<file path="src/rtl/decode_unit.sv">
// decode_unit: RV32I instruction decoder with a two-entry elastic buffer
// (output register + skid register) between fetch and execute.
//
// Ports
//   clk, rst                 clock, synchronous active-high reset
//   in_valid/in_ready        fetch handshake; in_instr (32b), in_pc (ADDR_WIDTH)
//   flush                    drop both held entries and any same-cycle input
//   out_valid/out_ready      execute handshake
//   out_pc, out_rd/rs1/rs2, out_funct3, out_funct7, out_imm (DATA_WIDTH)
//   out_alu_op (4b), control flags (write_reg, alu_src, mem2reg, read_mem,
//   write_mem, branch, jump, auipc, lui, muldiv, illegal)
//
// Build option: define DECODE_RV32M_EN to decode the M extension
// (R-type funct7=0000001 as legal mul/div); otherwise it is illegal.
module decode_unit #(
  parameter int DATA_WIDTH = 32,
  parameter int ADDR_WIDTH = 32
) (
  input  logic                  clk,
  input  logic                  rst,
  input  logic                  in_valid,
  output logic                  in_ready,
  input  logic [31:0]           in_instr,
  input  logic [ADDR_WIDTH-1:0] in_pc,
  input  logic                  flush,
  output logic                  out_valid,
  input  logic                  out_ready,
  output logic [ADDR_WIDTH-1:0] out_pc,
  output logic [4:0]            out_rd,
  output logic [4:0]            out_rs1,
  output logic [4:0]            out_rs2,
  output logic [2:0]            out_funct3,
  output logic [6:0]            out_funct7,
  output logic [DATA_WIDTH-1:0] out_imm,
  output logic [3:0]            out_alu_op,
  output logic                  out_write_reg,
  output logic                  out_alu_src,
  output logic                  out_mem2reg,
  output logic                  out_read_mem,
  output logic                  out_write_mem,
  output logic                  out_branch,
  output logic                  out_jump,
  output logic                  out_auipc,
  output logic                  out_lui,
  output logic                  out_muldiv,
  output logic                  out_illegal
);

  localparam logic [6:0] OP_R      = 7'b0110011;
  localparam logic [6:0] OP_LOAD   = 7'b0000011;
  localparam logic [6:0] OP_ALUI   = 7'b0010011;
  localparam logic [6:0] OP_JALR   = 7'b1100111;
  localparam logic [6:0] OP_STORE  = 7'b0100011;
  localparam logic [6:0] OP_BRANCH = 7'b1100011;
  localparam logic [6:0] OP_LUI    = 7'b0110111;
  localparam logic [6:0] OP_AUIPC  = 7'b0010111;
  localparam logic [6:0] OP_JAL    = 7'b1101111;

  typedef struct packed {
    logic [ADDR_WIDTH-1:0] pc;
    logic [4:0]            rd;
    logic [4:0]            rs1;
    logic [4:0]            rs2;
    logic [2:0]            funct3;
    logic [6:0]            funct7;
    logic [DATA_WIDTH-1:0] imm;
    logic [3:0]            alu_op;
    logic                  write_reg;
    logic                  alu_src;
    logic                  mem2reg;
    logic                  read_mem;
    logic                  write_mem;
    logic                  branch;
    logic                  jump;
    logic                  auipc;
    logic                  lui;
    logic                  muldiv;
    logic                  illegal;
  } dec_t;

  // ---------------- combinational decode of the incoming word ----------------
  dec_t        dec;
  logic [31:0] imm32;
  logic [6:0]  f7;
  logic        f7_std;

  always_comb begin
    dec        = '0;
    imm32      = '0;
    f7         = in_instr[31:25];
    f7_std     = (f7 == 7'b0000000) || (f7 == 7'b0100000);
    dec.pc     = in_pc;
    dec.rd     = in_instr[11:7];
    dec.rs1    = in_instr[19:15];
    dec.rs2    = in_instr[24:20];
    dec.funct3 = in_instr[14:12];
    dec.funct7 = f7;
    // Opcode compare covers instr[1:0], so a non-32b encoding lands in default.
    case (in_instr[6:0])
      OP_R: begin
        dec.write_reg = 1'b1;
        dec.alu_op    = {in_instr[30], in_instr[14:12]};
        if (f7 == 7'b0000001) begin
`ifdef DECODE_RV32M_EN
          dec.muldiv = 1'b1;
          dec.alu_op = {1'b0, in_instr[14:12]};
`else
          dec.illegal = 1'b1;
`endif
        end else if (!f7_std) begin
          dec.illegal = 1'b1;
        end
      end
      OP_LOAD: begin
        dec.write_reg = 1'b1; dec.alu_src = 1'b1;
        dec.mem2reg   = 1'b1; dec.read_mem = 1'b1;
        imm32 = {{20{in_instr[31]}}, in_instr[31:20]};
      end
      OP_ALUI: begin
        dec.write_reg = 1'b1; dec.alu_src = 1'b1;
        imm32 = {{20{in_instr[31]}}, in_instr[31:20]};
        // instr[30] only selects SRAI vs SRLI; other ALUI ops ignore it.
        dec.alu_op = {(in_instr[14:12] == 3'b101) && in_instr[30], in_instr[14:12]};
        if ((in_instr[13:12] == 2'b01) && !f7_std) dec.illegal = 1'b1;
      end
      OP_JALR: begin
        dec.write_reg = 1'b1; dec.alu_src = 1'b1; dec.jump = 1'b1;
        imm32 = {{20{in_instr[31]}}, in_instr[31:20]};
      end
      OP_STORE: begin
        dec.alu_src = 1'b1; dec.write_mem = 1'b1;
        imm32 = {{20{in_instr[31]}}, in_instr[31:25], in_instr[11:7]};
      end
      OP_BRANCH: begin
        dec.alu_src = 1'b1; dec.branch = 1'b1;
        imm32 = {{19{in_instr[31]}}, in_instr[31], in_instr[7],
                 in_instr[30:25], in_instr[11:8], 1'b0};
      end
      OP_LUI: begin
        dec.write_reg = 1'b1; dec.alu_src = 1'b1; dec.lui = 1'b1;
        dec.rs1 = 5'd0;
        imm32 = {in_instr[31:12], 12'd0};
      end
      OP_AUIPC: begin
        dec.write_reg = 1'b1; dec.alu_src = 1'b1; dec.auipc = 1'b1;
        imm32 = {in_instr[31:12], 12'd0};
      end
      OP_JAL: begin
        dec.write_reg = 1'b1; dec.alu_src = 1'b1; dec.jump = 1'b1;
        imm32 = {{11{in_instr[31]}}, in_instr[31], in_instr[19:12],
                 in_instr[20], in_instr[30:21], 1'b0};
      end
      default: dec.illegal = 1'b1;
    endcase
    dec.imm = DATA_WIDTH'($signed(imm32));
    // Illegal entries still flow to execute but must not change state.
    if (dec.illegal) begin
      dec.write_reg = 1'b0; dec.mem2reg  = 1'b0; dec.read_mem = 1'b0;
      dec.write_mem = 1'b0; dec.branch   = 1'b0; dec.jump     = 1'b0;
    end
  end

  // ---------------- two-entry buffer ----------------
  dec_t out_q, out_d, skid_q, skid_d;
  logic out_vld_q, out_vld_d, skid_vld_q, skid_vld_d;
  logic fire_in, fire_out;

  assign in_ready = !skid_vld_q && !rst;
  assign fire_in  = in_valid && in_ready;
  assign fire_out = out_vld_q && out_ready;

  always_comb begin
    out_d      = out_q;
    skid_d     = skid_q;
    out_vld_d  = out_vld_q;
    skid_vld_d = skid_vld_q;
    if (flush) begin
      out_vld_d  = 1'b0;
      skid_vld_d = 1'b0;
    end else if (!out_vld_q || fire_out) begin
      // Output slot free this edge: skid (older) wins over new input.
      // in_ready is low whenever skid is full, so no input is lost here.
      if (skid_vld_q) begin
        out_d      = skid_q;
        out_vld_d  = 1'b1;
        skid_vld_d = 1'b0;
      end else if (fire_in) begin
        out_d     = dec;
        out_vld_d = 1'b1;
      end else begin
        out_vld_d = 1'b0;
      end
    end else if (fire_in) begin
      skid_d     = dec;
      skid_vld_d = 1'b1;
    end
  end

  always_ff @(posedge clk) begin
    if (rst) begin
      out_q      <= '0;
      skid_q     <= '0;
      out_vld_q  <= 1'b0;
      skid_vld_q <= 1'b0;
    end else begin
      out_q      <= out_d;
      skid_q     <= skid_d;
      out_vld_q  <= out_vld_d;
      skid_vld_q <= skid_vld_d;
    end
  end

  assign out_valid     = out_vld_q;
  assign out_pc        = out_q.pc;
  assign out_rd        = out_q.rd;
  assign out_rs1       = out_q.rs1;
  assign out_rs2       = out_q.rs2;
  assign out_funct3    = out_q.funct3;
  assign out_funct7    = out_q.funct7;
  assign out_imm       = out_q.imm;
  assign out_alu_op    = out_q.alu_op;
  assign out_write_reg = out_q.write_reg;
  assign out_alu_src   = out_q.alu_src;
  assign out_mem2reg   = out_q.mem2reg;
  assign out_read_mem  = out_q.read_mem;
  assign out_write_mem = out_q.write_mem;
  assign out_branch    = out_q.branch;
  assign out_jump      = out_q.jump;
  assign out_auipc     = out_q.auipc;
  assign out_lui       = out_q.lui;
  assign out_muldiv    = out_q.muldiv;
  assign out_illegal   = out_q.illegal;

endmodule

</file>
<file path="config.mk">
export PLATFORM = sky130hd
export DESIGN_NAME = decode_unit
export DESIGN_NICKNAME = d
export VERILOG_FILES = /design/src/rtl/decode_unit.sv
export SDC_FILE = /design/constraint.sdc
export NUM_CORES = 1
export LEC_CHECK = 0
export BUFFER_PORTS_ARGS = -buffer_cell sky130_fd_sc_hd__buf_2
export CAP_MARGIN = 20
export CORE_AREA = 3 3 153 155
export DETAILED_ROUTE_END_ITERATION = 16
export DIE_AREA = 0 0 156 158
export GPL_ROUTABILITY_DRIVEN = 0
export MAX_ROUTING_LAYER = met4
export PLACE_DENSITY = 0.69
export REMOVE_ABC_BUFFERS = 1
export SETUP_SLACK_MARGIN = 0.1
export SYNTH_ARGS = -nofsm -noshare
export SYNTH_HDL_FRONTEND = slang
export SYNTH_SLANG_ARGS = --single-unit
</file>
<file path="constraint.sdc">
create_clock -name clk -period 2.01 [get_ports clk]
set_input_delay 0.1005 -clock clk [delete_from_list [all_inputs] [get_ports clk]]
set_output_delay 0.1005 -clock clk [all_outputs]
set_load 0.01 [all_outputs]
</file>
==> results.sh, run 1 <==
export IMPL_status="finished clean"
export IMPL_cp_max_fo=28
export IMPL_ios=175
export IMPL_viasPerCell=5.26
export IMPL_dpl_worst_slack_ns=0.189
export IMPL_path_buf_inv=3
export IMPL_grt_max_degree=91
export IMPL_htree_levels=1
export IMPL_drtAntennaViolNets=0
export IMPL_die_h_um=158
export IMPL_synth_warning_count=0
export IMPL_fp_dieW_um=156
export IMPL_p_per_area_nw_per_um2=835
export IMPL_p_total_mw=9.28
export IMPL_clock_fmax_mhz=558
export IMPL_busiest_layer="met2"
export IMPL_vias=7947
export IMPL_slew_headroom_pct=41.8
export IMPL_clkSinkCount=206
export IMPL_worst_pin_slew_ns=0.870
export IMPL_required_ns=2.41
export IMPL_antenna_found_initial=0
export IMPL_grtUsageMet2_pct=31.1
export IMPL_crit_chain="dlygate4sd3_1, buf_6, nor2b_1, o211a_4, buf_4, nor2_1, nand3b_1, o32ai_1"
export IMPL_worst_slack_ns=0.219
export IMPL_antenna_cells=0
export IMPL_regMostFlops="skid_q"
export IMPL_cts_buffers_inserted=23
export IMPL_fin_crit_sh_pct=89.1
export IMPL_hold_viol=0
export IMPL_synth_seq_cells=206
export IMPL_start_kind="input port"
export IMPL_arrival_ns=2.19
export IMPL_grt_pass1_wl_mm=39.3
export IMPL_vdd_drop_max_uv=350
export IMPL_rsz0062_at_grt="yes"
export IMPL_grt_pass1_vias=7524
export IMPL_grt_total_usage_pct=19.7
export IMPL_fillers=2053
export IMPL_dp_hpwl_mm=15.3
export IMPL_final_common_cell="dfxtp_1"
export IMPL_initial_core_util_pct=39.4
export IMPL_wl_per_cell_um=16.1
export IMPL_layout_common_cells="dfxtp_1 (205), buf_2 (172), nand2_1 (167), nor2_1 (141), a21oi_1 (98)"
export IMPL_cts_tree="done"
export IMPL_grtUsageMet1_pct=26.8
export IMPL_synth_seq_area_share_pct=47.7
export IMPL_die_area_um2=24600
export IMPL_ys_types=57
export IMPL_slowest_stage="dlygate4sd3_1"
export IMPL_crit_type="in2reg"
export IMPL_root_buffer="clkbuf_16"
export IMPL_setup_viol=0
export IMPL_largest_register_ffs=102
export IMPL_synth_area_per_cell_um2=8.44
export IMPL_fin_worst_skew_ns=0.0126
export IMPL_cts_path_max_buffers=3
export IMPL_max_cap_violations=0
export IMPL_synthToLayoutAreaGrowth_pct=28.7
export IMPL_p_leak_nw=4.22
export IMPL_syn_cell_area_um2=8640
export IMPL_synth_edf_count=0
export IMPL_finalSetupTns_ns=0
export IMPL_overflow=0
export IMPL_drive_gt1_share_pct=20.9
export IMPL_use_met3_pct=3.03
export IMPL_utilization_pct=50.7
export IMPL_path_delay_family="buffers and inverters"
export IMPL_drcViolationCount=0
export IMPL_rows=54
export IMPL_firstDrtPassIters=5
export IMPL_worst_path_largest_cell_delay_ns=0.55
export IMPL_synthCells=1024
export IMPL_synthArstFlopShare_pct=0
export IMPL_slew_viol_final=0
export IMPL_period_needed_ns=1.79
export IMPL_nNetsFinal=1285
export IMPL_hold_class="in2reg"
export IMPL_first_iter_violations=586
export IMPL_clk_latency_ns=0.50
export IMPL_clkSlewWorstSetupHoldPaths_ns=0.06
export IMPL_port_buffers=173
export IMPL_routed_wl_mm=24.4
export IMPL_setup_worst_path_end_class="flip-flop"
export IMPL_core_um2=22000
export IMPL_synth_ff_type="dfxtp_1"
timing repair:
action | 4_1_cts | 5_1_grt
resized for setup | 1 | 1
endpoints found under the hold margin | 155 | 0
hold buffers | 61 | 0
pin swaps | 0 | 1
setup endpoints to repair | 1 | 5
setup buffers | 0 | 2
final cells by class:
| class | instances | area (µm²) | share of cell area [%] |
|---|---|---|---|
| inverters | 5 | 18.8 | 0.169 |
| well taps | 280 | 350 | 3.15 |
| repair buffers | 260 | 1760 | 15.8 |
| multi-input cells | 720 | 4110 | 36.9 |
| flip-flops and latches | 206 | 4130 | 37.1 |
| clock buffers | 32 | 671 | 6.03 |
| clock inverters | 8 | 92.6 | 0.832 |
path summary, 6_finish.rpt:
kind                                              start                       end  slack, ns  cells past startpoint
worst max-delay path                                rst  out_imm[18]$_SDFFE_PP0P_       0.22                      8
worst min-delay path                        in_instr[6]    skid_q[6]$_SDFFE_PP0P_       0.07                      4
worst max register to register   out_valid$_SDFFE_PP0P_  out_imm[18]$_SDFFE_PP0P_       0.25                      6
worst min register to register  skid_q[77]$_SDFFE_PP0P_   skid_q[77]$_SDFFE_PP0P_       0.45                      2
metrics by stage:
step,hold WS (ns),area (µm²),std cells
CTS,0.0423,11100,1509
global route,0.0951,11100,1511
finish,0.0747,11100,1511
detailed placement,0.319,9730,1408
global placement,0.316,9730,1408
floorplan,0.170,8230,931
cells in the mapped netlist, types with 3 or more instances:
cell,number,area [µm²]
dfxtp_1,206,4120
and2_0,6,37.5
a211oi_1,78,586
nand3_1,21,105
nor2_1,142,533
a21oi_1,98,490
o41ai_2,10,163
a221oi_1,9,78.8
nor3b_1,10,75.1
clkbuf_1,53,199
o32ai_1,8,70.1
nor2b_1,5,31.3
o21ai_0,20,100
nor3_1,24,120
inv_1,5,18.8
nand3b_1,10,75.1
mux2i_1,51,510
a31oi_1,10,62.6
nand2b_1,6,37.5
nand4_1,3,18.8
a22oi_1,4,30.0
buf_1,6,22.5
buf_4,3,22.5
buf_2,29,145
o41ai_1,3,26.3
nand2_1,167,627
and2_1,3,18.8
metal layers:
layer  wire length [µm]  share of wire, %  vias up
met1              11300                46     3673
met3               1560               6.4       33
met4                363               1.5        0
met2              11100                46      251
met5                  0                 0        -
li1                   -                 -     3990
logic make-up (layout without fill, tap and decap cells):
family	after synthesis	count (layout)	share of synthesized area (%)
and+or+nand+nor	412	412	21.1
AOI/OAI and AO/OA	256	256	20.2
DFF	206	206	47.7
buffers and inverters	98	305	4.98
muxes	51	51	5.91
other	1	1	0.0434
power breakdown:
group | internal (mW) | switching (mW) | total (mW)
Combinational | 0.342 | 0.461 | 0.803
Clock | 2.58 | 1.67 | 4.25
Sequential | 4.18 | 0.0530 | 4.24
worst reg2reg max path, delay by kind of cell (launching register included):
family | cells | cell delay [ns]
AOI/OAI and AO/OA | 2 | 0.61
and+or+nand+nor | 3 | 0.42
buffers and inverters | 1 | 0.30
DFF | 1 | 0.33
No activity file was read; power rests on OpenSTA's default activity.
==> inputs of run 2 (changes only) <==
- CORE_AREA: 3 3 153 155 -> 3 3 117 203
- DIE_AREA: 0 0 156 158 -> 0 0 120 206
- PLACE_DENSITY: 0.69 -> 0.68
==> run 2 against run 1 <==
  * Clock power decreased by 3%
  * Largest power group is now registers
  * Routed wire length up 2.0%
  * Die area rose by 0.29%
  * Power decreased by 0.98%
  * Combinational power grew 2%
  * Final cell count up 1.1%
  * Worst hold slack got worse by 0.030 ns
  * Register-to-register slack barely moved
  * Setup slack got worse by 0.0048 ns
  * Via count rose by 0.19%
  * First-iteration DRC count is 12% lower
  * Sequential power about the same
==> results.sh, run 2 (synthesis results as in run 1) <==
export IMPL_wl_per_cell_um=16.3
export IMPL_port_buffers=173
export IMPL_grt_pass1_vias=7862
export IMPL_overflow=0
export IMPL_viasPerCell=5.21
export IMPL_p_total_mw=9.19
export IMPL_antenna_found_initial=0
export IMPL_path_buf_inv=5
export IMPL_holdWs_ns=0.0443
export IMPL_fp_dieW_um=120
export IMPL_r2r_setup_slack_ns=0.24
export IMPL_crit_path_end="in_ready"
export IMPL_hold_class="in2reg"
export IMPL_htree_levels=1
export IMPL_p_leak_nw=4.21
export IMPL_routed_wl_mm=24.8
export IMPL_fin_worst_skew_ns=0.0154
export IMPL_vdd_drop_max_uv=557
export IMPL_setup_worst_path_end_class="output port"
export IMPL_initial_core_util_pct=38.8
export IMPL_first_iter_violations=515
export IMPL_antenna_cells=0
export IMPL_start_kind="input port"
export IMPL_vias=7962
export IMPL_rows=72
export IMPL_fin_crit_sh_pct=89.3
export IMPL_die_h_um=206
export IMPL_path_delay_family="buffers and inverters"
export IMPL_r2r_cells=4
export IMPL_cts_setup_buffers=0
export IMPL_required_ns=1.91
export IMPL_slowest_stage="dlygate4sd3_1"
export IMPL_synthToLayoutAreaGrowth_pct=29.1
export IMPL_slew_headroom_pct=49.0
export IMPL_root_buffer="clkbuf_16"
export IMPL_drive_gt1_share_pct=20.7
export IMPL_largest_register_ffs=102
export IMPL_clkSlewWorstSetupHoldPaths_ns=0.06
export IMPL_crit_type="in2out"
export IMPL_firstDrtPassIters=5
export IMPL_rr_startpoint="out_valid$_SDFFE_PP0P_"
export IMPL_clock_fmax_mhz=557
export IMPL_worst_path_largest_cell_delay_ns=0.55
export IMPL_nNetsFinal=1286
export IMPL_utilization_pct=50.1
export IMPL_core_um2=22300
export IMPL_setup_viol=0
export IMPL_dp_hpwl_mm=15.9
export IMPL_die_area_um2=24700
export IMPL_period_needed_ns=1.80
export IMPL_startpoint="rst"
export IMPL_drtAntennaViolNets=0
export IMPL_layout_common_cells="dfxtp_1 (205), buf_2 (172), nand2_1 (167), nor2_1 (142), a21oi_1 (98)"
export IMPL_max_cap_violations=0
export IMPL_grt_total_usage_pct=20.4
export IMPL_drcViolationCount=0
export IMPL_slew_viol_final=0
export IMPL_regMostFlops="skid_q"
export IMPL_cp_num_cells=6
export IMPL_rsz0062_at_grt="no"
export IMPL_grt_pass1_wl_mm=40.4
export IMPL_final_common_cell="dfxtp_1"
export IMPL_clkSinkCount=206
export IMPL_worst_pin_slew_ns=0.762
export IMPL_cts_path_max_buffers=3
export IMPL_cts_buffers_inserted=21
export IMPL_timing_rr_end="skid_q[35]$_SDFFE_PP0P_"
export IMPL_crit_chain="dlygate4sd3_1, buf_6, buf_12, nor2_1, buf_4, buf_2"
export IMPL_hold_viol=0
export IMPL_cts_tree="done"
export IMPL_cp_max_fo=113
export IMPL_arrival_ns=1.70
export IMPL_p_per_area_nw_per_um2=824
export IMPL_clk_latency_ns=0.50
export IMPL_status="finished clean"
export IMPL_ios=175
export IMPL_grt_max_degree=114
## run 2: cell count changes in the layout (fill, tap and decap cells not counted), moves of 2 or more
| cell | before | now |
|---|---|---|
| clkbuf_16 | 24 | 22 |
| clkinv_2 | 5 | 0 |
| clkbuf_1 | 4 | 6 |
| buf_4 | 19 | 21 |
| buf_12 | 6 | 8 |
## run 2: tightest hold or removal path, cell delays in order
cell and delay [ns]:
buf_2 0.13, buf_4 0.16, nand2_1 0.06, a21oi_1 0.05
## run 2: worst min-delay path by stage
stage	from	endpoint	slack (ns)	cells after the start
floorplan	rst	out_alu_src$_SDFFE_PP0P_	0.17	1
global placement	flush	skid_vld_q$_SDFFE_PP0P_	0.32	2
detailed placement	flush	skid_vld_q$_SDFFE_PP0P_	0.32	2
CTS	in_instr[25]	skid_q[47]$_SDFFE_PP0P_	0.02	4
global route	in_instr[25]	skid_q[47]$_SDFFE_PP0P_	0.04	4
finish	in_instr[25]	skid_q[47]$_SDFFE_PP0P_	0.04	4
## run 2: metrics by stage
step	setup slack (ns)	setup TNS, ns	cell area [µm²]	instances
6_report	0.214	0	11200	1527
5_1_grt	0.121	0	11200	1527
4_1_cts	0.234	0	11100	1527
3_5_place_dp	0.109	0	9820	1430
3_3_place_gp	0.180	0	9820	1430
2_1_floorplan	-4.66	-798.12	8230	931
## run 2: report_power, final
part,switching [mW],internal (mW),leakage [nW]
Clock,1.63,2.51,0.347
Sequential,0.0493,4.18,1.67
Combinational,0.467,0.353,2.19
## run 2: cell type report
class | instances | area, µm²
Clock inverter | 6 | 114
Inverter | 5 | 18.8
Multi-Input combinational cell | 720 | 4110
Fill cell | 2135 | 11100
Tap cell | 296 | 370
Clock buffer | 31 | 614
Sequential cell | 206 | 4130
Timing Repair Buffer | 263 | 1800
## run 2: repair_timing
item                                    in CTS  in global routing
resized for setup                            0                  1
endpoints found under the setup margin       0                  1
hold buffers                                60                  0
hold endpoints to repair                   147                  0
## run 2: per-layer routing
layer	GRT usage [%]	part of all wire (%)
met4	8.85	3.7
met1	22.9	41
met2	36.5	53
met3	2.14	3.2
met5	-	0
